--- src/rtl/npu_feeder_pkg.sv ---
// npu_feeder_pkg: shared definitions for the NPU feeder.
//   state_t              - feeder sequencer states
//   DEFAULT_DEPTH        - default beat-buffer depth (64-bit entries)
//   DEFAULT_DRAIN_CYCLES - default idle cycles after the config beat
//   DA_LSB .. DH_LSB     - bit position of each byte lane inside a 64-bit beat
package npu_feeder_pkg;

  typedef enum logic [2:0] {
    IDLE,
    WAIT_FILL,
    ARM,
    BIAS,
    DATA,
    CONFIG,
    DRAIN
  } state_t;

  localparam int DEFAULT_DEPTH        = 16;
  localparam int DEFAULT_DRAIN_CYCLES = 15;

  // Beat layout {DA,DB,DC,DD,DE,DF,DG,DH}, DA in the top byte.
  localparam int DA_LSB = 56;
  localparam int DB_LSB = 48;
  localparam int DC_LSB = 40;
  localparam int DD_LSB = 32;
  localparam int DE_LSB = 24;
  localparam int DF_LSB = 16;
  localparam int DG_LSB = 8;
  localparam int DH_LSB = 0;

endpackage

--- src/rtl/npu_feeder_fifo.sv ---
// npu_feeder_fifo: synchronous show-ahead beat buffer.
//   CLKEXT    in   clock, rising edge
//   RST_GLO_N in   asynchronous active-low reset (empties the buffer)
//   push      in   write wr_data (ignored when full)
//   wr_data   in   WIDTH-bit beat
//   pop       in   drop the head entry (ignored when empty)
//   rd_data   out  head entry, valid whenever empty=0
//   count     out  number of stored entries
//   full      out  count == DEPTH
//   empty     out  count == 0
module npu_feeder_fifo
  import npu_feeder_pkg::*;
#(
  parameter int DEPTH = DEFAULT_DEPTH,
  parameter int WIDTH = 64,
  localparam int AW   = (DEPTH > 1) ? $clog2(DEPTH) : 1,
  localparam int CW   = $clog2(DEPTH + 1)
) (
  input  logic             CLKEXT,
  input  logic             RST_GLO_N,
  input  logic             push,
  input  logic [WIDTH-1:0] wr_data,
  input  logic             pop,
  output logic [WIDTH-1:0] rd_data,
  output logic [CW-1:0]    count,
  output logic             full,
  output logic             empty
);

  logic [WIDTH-1:0] mem [DEPTH];
  logic [AW-1:0]    wr_ptr;
  logic [AW-1:0]    rd_ptr;
  logic             do_push;
  logic             do_pop;

  assign full    = (count == CW'(DEPTH));
  assign empty   = (count == '0);
  assign do_push = push && !full;
  assign do_pop  = pop && !empty;
  assign rd_data = mem[rd_ptr];

  // Storage carries no reset; the pointers and count define what is valid.
  always_ff @(posedge CLKEXT) begin
    if (do_push) begin
      mem[wr_ptr] <= wr_data;
    end
  end

  always_ff @(posedge CLKEXT or negedge RST_GLO_N) begin
    if (!RST_GLO_N) begin
      wr_ptr <= '0;
      rd_ptr <= '0;
      count  <= '0;
    end else begin
      if (do_push) begin
        wr_ptr <= (wr_ptr == AW'(DEPTH - 1)) ? '0 : wr_ptr + AW'(1);
      end
      if (do_pop) begin
        rd_ptr <= (rd_ptr == AW'(DEPTH - 1)) ? '0 : rd_ptr + AW'(1);
      end
      case ({do_push, do_pop})
        2'b10:   count <= count + CW'(1);
        2'b01:   count <= count - CW'(1);
        default: count <= count;
      endcase
    end
  end

endmodule

--- src/rtl/npu_feeder.sv ---
// npu_feeder: buffers 64-bit pixel/weight beats and replays them to the NPU as
// one job: start pulse, bias beat, len data beats, SSFR config beat, drain gap.
// Optional feature macro: NPU_FEEDER_STATS_EN adds the job_count output.
//   CLKEXT            in   clock, rising edge
//   RST_GLO_N         in   asynchronous active-low reset
//   cmd_valid/ready   in/out  job command handshake (ready only in IDLE)
//   cmd_len           in   data beats in the job (1..DEPTH accepted)
//   cmd_bias          in   MAC1..MAC4 bias bytes, MAC1 in [31:24]
//   cmd_ssfr          in   SSFR word sent in the config beat
//   in_valid/ready    in/out  beat handshake (ready = buffer not full)
//   in_data           in   {DA..DH}, DA in [63:56]
//   DA..DH            out  registered NPU data lanes
//   EN_FSM            out  NPU start pulse (ARM)
//   EN_CONFIG         out  NPU SSFR load strobe (CONFIG)
//   SEL_CON           out  NPU auto-mode select, 1 after reset release
//   busy              out  state != IDLE
//   err               out  one-cycle pulse on a rejected command
//   job_count         out  completed jobs, wraps (NPU_FEEDER_STATS_EN only)
//
// Handshakes: a transfer happens on a rising edge where valid and ready are
// both high; valid holds its payload until that edge, ready never depends
// combinationally on valid.
module npu_feeder
  import npu_feeder_pkg::*;
#(
  parameter int DEPTH        = DEFAULT_DEPTH,
  parameter int DRAIN_CYCLES = DEFAULT_DRAIN_CYCLES
) (
  input  logic        CLKEXT,
  input  logic        RST_GLO_N,
  input  logic        cmd_valid,
  output logic        cmd_ready,
  input  logic [4:0]  cmd_len,
  input  logic [31:0] cmd_bias,
  input  logic [15:0] cmd_ssfr,
  input  logic        in_valid,
  output logic        in_ready,
  input  logic [63:0] in_data,
  output logic [7:0]  DA,
  output logic [7:0]  DB,
  output logic [7:0]  DC,
  output logic [7:0]  DD,
  output logic [7:0]  DE,
  output logic [7:0]  DF,
  output logic [7:0]  DG,
  output logic [7:0]  DH,
  output logic        EN_FSM,
  output logic        EN_CONFIG,
  output logic        SEL_CON,
  output logic        busy,
  output logic        err
`ifdef NPU_FEEDER_STATS_EN
  ,
  output logic [15:0] job_count
`endif
);

  localparam int CW = $clog2(DEPTH + 1);
  localparam int DW = (DRAIN_CYCLES > 1) ? $clog2(DRAIN_CYCLES) : 1;

  state_t         state;
  logic [4:0]     len_q;
  logic [31:0]    bias_q;
  logic [15:0]    ssfr_q;
  logic [4:0]     left_q;   // data beats still to pop after the current one
  logic [DW-1:0]  drain_q;

  logic [63:0]    fifo_rd_data;
  logic [CW-1:0]  fifo_count;
  logic           fifo_full;
  logic           fifo_empty;
  logic           push;
  logic           pop;
  logic           pop_want;
  logic [CW-1:0]  cnt_next;
  logic           cmd_ok;

  assign push     = in_valid && in_ready && !fifo_full;
  // The beat registered onto the lanes at this edge leaves the buffer now.
  assign pop_want = (state == BIAS) || ((state == DATA) && (left_q != '0));
  assign pop      = pop_want && !fifo_empty;
  assign cnt_next = fifo_count + CW'(push) - CW'(pop);
  assign cmd_ok   = (cmd_len != '0) && (int'(cmd_len) <= DEPTH);

  npu_feeder_fifo #(
    .DEPTH (DEPTH),
    .WIDTH (64)
  ) u_fifo (
    .CLKEXT    (CLKEXT),
    .RST_GLO_N (RST_GLO_N),
    .push      (push),
    .wr_data   (in_data),
    .pop       (pop),
    .rd_data   (fifo_rd_data),
    .count     (fifo_count),
    .full      (fifo_full),
    .empty     (fifo_empty)
  );

  always_ff @(posedge CLKEXT or negedge RST_GLO_N) begin
    if (!RST_GLO_N) begin
      state     <= IDLE;
      len_q     <= '0;
      bias_q    <= '0;
      ssfr_q    <= '0;
      left_q    <= '0;
      drain_q   <= '0;
      {DA, DB, DC, DD, DE, DF, DG, DH} <= '0;
      EN_FSM    <= 1'b0;
      EN_CONFIG <= 1'b0;
      SEL_CON   <= 1'b0;
      busy      <= 1'b0;
      err       <= 1'b0;
      cmd_ready <= 1'b0;
      in_ready  <= 1'b0;
`ifdef NPU_FEEDER_STATS_EN
      job_count <= '0;
`endif
    end else begin
      SEL_CON   <= 1'b1;
      in_ready  <= (cnt_next != CW'(DEPTH));
      err       <= 1'b0;
      EN_FSM    <= 1'b0;
      EN_CONFIG <= 1'b0;
      {DA, DB, DC, DD, DE, DF, DG, DH} <= '0;
      // busy/cmd_ready describe the state being entered at this edge.
      busy      <= 1'b1;
      cmd_ready <= 1'b0;
      case (state)
        IDLE: begin
          if (cmd_valid && cmd_ready && cmd_ok) begin
            len_q  <= cmd_len;
            bias_q <= cmd_bias;
            ssfr_q <= cmd_ssfr;
            state  <= WAIT_FILL;
          end else begin
            err       <= cmd_valid && cmd_ready;
            busy      <= 1'b0;
            cmd_ready <= 1'b1;
          end
        end
        WAIT_FILL: begin
          // Whole job buffered before starting, so DATA never stalls.
          if (int'(fifo_count) >= int'(len_q)) begin
            state  <= ARM;
            EN_FSM <= 1'b1;
          end
        end
        ARM: begin
          state <= BIAS;
          DA    <= bias_q[31:24];
          DC    <= bias_q[23:16];
          DE    <= bias_q[15:8];
          DG    <= bias_q[7:0];
          DD    <= {3'b000, len_q};
        end
        BIAS: begin
          state  <= DATA;
          left_q <= len_q - 5'd1;
          {DA, DB, DC, DD} <= {fifo_rd_data[DA_LSB +: 8], fifo_rd_data[DB_LSB +: 8],
                               fifo_rd_data[DC_LSB +: 8], fifo_rd_data[DD_LSB +: 8]};
          {DE, DF, DG, DH} <= {fifo_rd_data[DE_LSB +: 8], fifo_rd_data[DF_LSB +: 8],
                               fifo_rd_data[DG_LSB +: 8], fifo_rd_data[DH_LSB +: 8]};
        end
        DATA: begin
          if (left_q != '0) begin
            left_q <= left_q - 5'd1;
            {DA, DB, DC, DD} <= {fifo_rd_data[DA_LSB +: 8], fifo_rd_data[DB_LSB +: 8],
                                 fifo_rd_data[DC_LSB +: 8], fifo_rd_data[DD_LSB +: 8]};
            {DE, DF, DG, DH} <= {fifo_rd_data[DE_LSB +: 8], fifo_rd_data[DF_LSB +: 8],
                                 fifo_rd_data[DG_LSB +: 8], fifo_rd_data[DH_LSB +: 8]};
          end else begin
            state     <= CONFIG;
            EN_CONFIG <= 1'b1;
            DA        <= ssfr_q[15:8];
            DB        <= ssfr_q[7:0];
          end
        end
        CONFIG: begin
          state   <= DRAIN;
          drain_q <= DW'(DRAIN_CYCLES - 1);
        end
        DRAIN: begin
          if (drain_q == '0) begin
            state     <= IDLE;
            busy      <= 1'b0;
            cmd_ready <= 1'b1;
`ifdef NPU_FEEDER_STATS_EN
            job_count <= job_count + 16'd1;
`endif
          end else begin
            drain_q <= drain_q - DW'(1);
          end
        end
        default: begin
          state <= IDLE;
        end
      endcase
    end
  end

endmodule
--- config.mk ---
export PLATFORM = sky130hd
export DESIGN_NAME = npu_feeder
export DESIGN_NICKNAME = d
export VERILOG_FILES = /design/src/rtl/npu_feeder_pkg.sv /design/src/rtl/npu_feeder_fifo.sv /design/src/rtl/npu_feeder.sv
export SDC_FILE = /design/constraint.sdc
export NUM_CORES = 1
export LEC_CHECK = 0
export CORE_MARGIN = 4
export CORE_UTILIZATION = 37
export CTS_CLUSTER_DIAMETER = 150
export DETAILED_ROUTE_END_ITERATION = 8
export GPL_TIMING_DRIVEN = 1
export PLACE_DENSITY = 0.51
export SLEW_MARGIN = 20
export SYNTH_ARGS = -nofsm -noshare
export SYNTH_HDL_FRONTEND = slang
export SYNTH_HIERARCHICAL = 1
export SYNTH_SLANG_ARGS = --single-unit
--- constraint.sdc ---
create_clock -name CLKEXT -period 7.6 [get_ports CLKEXT]
set_input_delay 1.52 -clock CLKEXT [delete_from_list [all_inputs] [get_ports CLKEXT]]
set_output_delay 1.52 -clock CLKEXT [all_outputs]
set_load 0.03 [all_outputs]
==> results.md <==
* R2r setup slk at about 3.6 ns
* Critical path buffers and inverters at 3
* Final count of pins violating max slew at 0
* Reg power frac at 0.420
* Row count at ~130
* Status: finished, final reports clean
* Die area at 128000 um^2
* Final GP Congestion at around 0.73
* Post-place instance area at ~49000 um^2
* Die width at approximately 360 um
* YS warnings at 6
* Via density at approximately 5.3
* Routed via count at approximately 22000
* Pin count of the biggest net entering global routing at 130
* Delay-heaviest family, CP: buffers and inverters
* Max Clock Freq at roughly 240 MHz
* WL final at about 110000 um
* Syn Inst Count at around 2200
* Clk buf depth at 3
* RSZ-0062 raised after global routing: no
* DRC viols at 0
* Die Y at around 360 um
* Critical path's largest stage delay at approximately 0.79 ns
* Multi-input gate area at between 10000 and 15000 um^2
* Clk pwr share at 0.328
* Share of the synthesized area in the top cell type at 0.677
* Most frequent cells in the layout: edfxtp_1 (1024), mux2i_1 (195), mux4_2 (192)
* Final Hold Slack at 0.488 ns
* Seq/Total Area, Yosys at 0.759
* 1st-pass router iterations at 5
* Worst path depth at 8
* RR Endpoint: u_fifo/count[4]$_DFFE_PN0P_
* Hold_buf cts at 0
* Worst Setup SP: in_valid
* PD cells at between 300 and 400 nW/um^2
* Post-route cell area at between 50000 and 60000 um^2
* Slowest-stage cell, CP: buf_4
* Switching share of power at 0.296
* Leakage dissipation at around 0.018 uW
* Filler cells at 10315
* Post-route ant nets at 0
* Synth area leaders: edfxtp_1 (68%), mux4_2 (9.5%), dfrtp_1 (8.2%)
* Syn_nets at ~2400
* Path depth of the worst reg2reg path at 10
* Max Clock Skew at ~0.031 ns
* Initial core utilization at 0.373
* Switch Pwr at approximately 5600 uW
* Most common flop cell mapped by yosys: edfxtp_1
* GRT overflow at 0
* Worst Hold Class: reg -> reg
* Vias in the first global route at ~23000
* Critical path class: in -> reg
* CTS resizes at 0
* Sink Count at roughly 1200
* Dpl ws at around 2.7 ns
* Final period util at 0.552
* CP Cell Sequence: clkdlybuf4s50_1, nand2_1, nor2_1, a21boi_0, buf_4, nand2_1, nor2_4, buf_4
* Final hold vios at 0
* Post-synth EDFFs at roughly 1000
* DP Wirelength at 60600 um
* Synth Register Bits at ~1200
* Root buffer cell: clkbuf_16
* # IOs at approximately 190
* WL/cell at about 26 um
* Worst path required time at 7.93 ns
* Initial DRC Count at between 1500 and 2000
* Crit path to: u_fifo/mem[11][23]$_DFFE_PP_
* Setup slack after layout at 3.41 ns
* Commonest non-fill, non-tap cell in the layout: edfxtp_1
* Gr usage total at 0.168
* CP max FO at 44
* Logic pwr share at 0.252
* Critical Path AT at between 4 and 5 ns
* Slew margin rel. at 0.255
* Initial antenna violation count at 5
* Area growth from synthesis to layout at 17.8%
* Final min period at 4.19 ns
* Post-CTS Setup Inserts at 0
* Crit start category: input pin
* Sum of negative setup slack at 0 ns
* CTS tree: yes
* TritonCTS Buffers at roughly 120
* Library cells used by synthesis at 64
* Mean Syn Cell Area at around 21 um^2
* Crit. End Element: register
* Storage element area at 34500 um^2
* CTS H-tree lvls at 3
* Ys async rst share at 0.127
* Final setup vio count at 0
* Cell-internal power at approximately 13000 uW
* Worst slew pin tran at ~1.1 ns
* Clk slew on worst S/H paths at approximately 0.060 ns
* Share of cells above drive strength 1 at 0.202
* First-pass GRT wire length at roughly 160000 um
* Mapped cell area at between 40000 and 50000 um^2
* Worst skew pair latency at a little over 0.7 ns
* Synth area leader: edfxtp_1
* Core area at roughly 120000 um^2
* PortBufs at roughly 190
* Max-cap violations at 0
* Worst IR drop on VDD at roughly 0.00028 V
* Reg2reg start: state[2]$_DFFE_PN0P_
* Nets at 2583
cell families after synthesis:
group,after synthesis,synth area share
compound gates,290,0.0468
buf+inv,143,0.0172
other cells,1,0.0000826
simple gates,119,0.0148
mux,445,0.153
flops,1173,0.759
xor+xnor,14,0.00270
fa+ha+maj,23,0.00667
worst min path at each step:
stage	startpoint	end	slack [ns]	cells after the start
5_1_grt	ssfr_q[0]$_DFFE_PN0P_	DB[0]$_DFF_PN0_	0.51	1
3_5_place_dp	ssfr_q[0]$_DFFE_PN0P_	DB[0]$_DFF_PN0_	0.47	1
2_1_floorplan	bias_q[31]$_DFFE_PN0P_	bias_q[31]$_DFFE_PN0P_	0.46	1
6_report	ssfr_q[0]$_DFFE_PN0P_	DB[0]$_DFF_PN0_	0.49	1
4_1_cts	ssfr_q[0]$_DFFE_PN0P_	DB[0]$_DFF_PN0_	0.49	1
3_3_place_gp	ssfr_q[6]$_DFFE_PN0P_	DB[6]$_DFF_PN0_	0.48	1
layer usage:
metal	global-route usage	vias to the layer above	share of wire
met5	0	-	0
met1	0.240	12009	0.45
li1	-	9622	-
met2	0.269	532	0.48
met4	0.0378	0	0.016
met3	0.0308	120	0.055
synthesized netlist by cell type (10+ instances only):
cell      count
ha_1         21
mux2i_1     195
buf_6        19
nor3_1       10
clkbuf_1     44
inv_1        17
mux2_2       53
a21oi_1      12
a22oi_1      64
nor2_1       22
buf_4        12
o21ai_0      13
a22o_1       40
xnor2_1      11
o21ai_1      64
dfrtp_1     149
mux4_2      192
a32oi_1      64
nand2_1      20
edfxtp_1   1024
buf_2        43
and2_1       30
sequential cells by signal (all words and copies together), names as in the netlist, 3 cells and up:
signal         count
bias_q            32
len_q              5
DH                 8
u_fifo/mem      1024
u_fifo/wr_ptr      4
DG                 8
DA                 8
DF                 8
DB                 8
DD                 8
DC                 8
state              3
DE                 8
left_q             5
drain_q            4
u_fifo/count       5
u_fifo/rd_ptr      4
ssfr_q            16
worst register-to-register path, delay by kind of cell (launching register included):
kind	cells	cell delay, ns
AOI/OAI and AO/OA	4	1.41
and+or+nand+nor	2	0.84
DFF	1	0.66
adders and majority gates	2	0.65
muxes	1	0.23
xor gates and xnor gates	1	0.13
cell type report:
type | count | share of cell area
multi-input combinational | 892 | 0.192
sequential | 1173 | 0.645
tap | 1625 | 0.0380
timing repair buffer | 233 | 0.0442
clock buffer | 150 | 0.0609
clock inverter | 79 | 0.0183
inverter | 18 | 0.00126
antenna | 4 | 0.000187
per-stage QoR:
step,util,power (uW),cells
final,0.439,18900,4174
after global routing,0.439,19800,4170
after CTS,0.439,19100,4169
after detailed placement,0.404,12900,3940
after global placement,0.403,12800,3937
after floorplan,-,11300,2208
power groups by stage:
| stage | Clock, uW | Sequential [uW] | Combinational (uW) |
|---|---|---|---|
| final | 6200 | 7910 | 4750 |
| after global routing | 6660 | 7970 | 5120 |
| after CTS | 6380 | 7930 | 4830 |
| after detailed placement | 0 | 8060 | 4830 |
| after global placement | 0 | 8030 | 4800 |
| after floorplan | 0 | 7900 | 3400 |
Note: power is estimated with default switching activity, not from simulation.
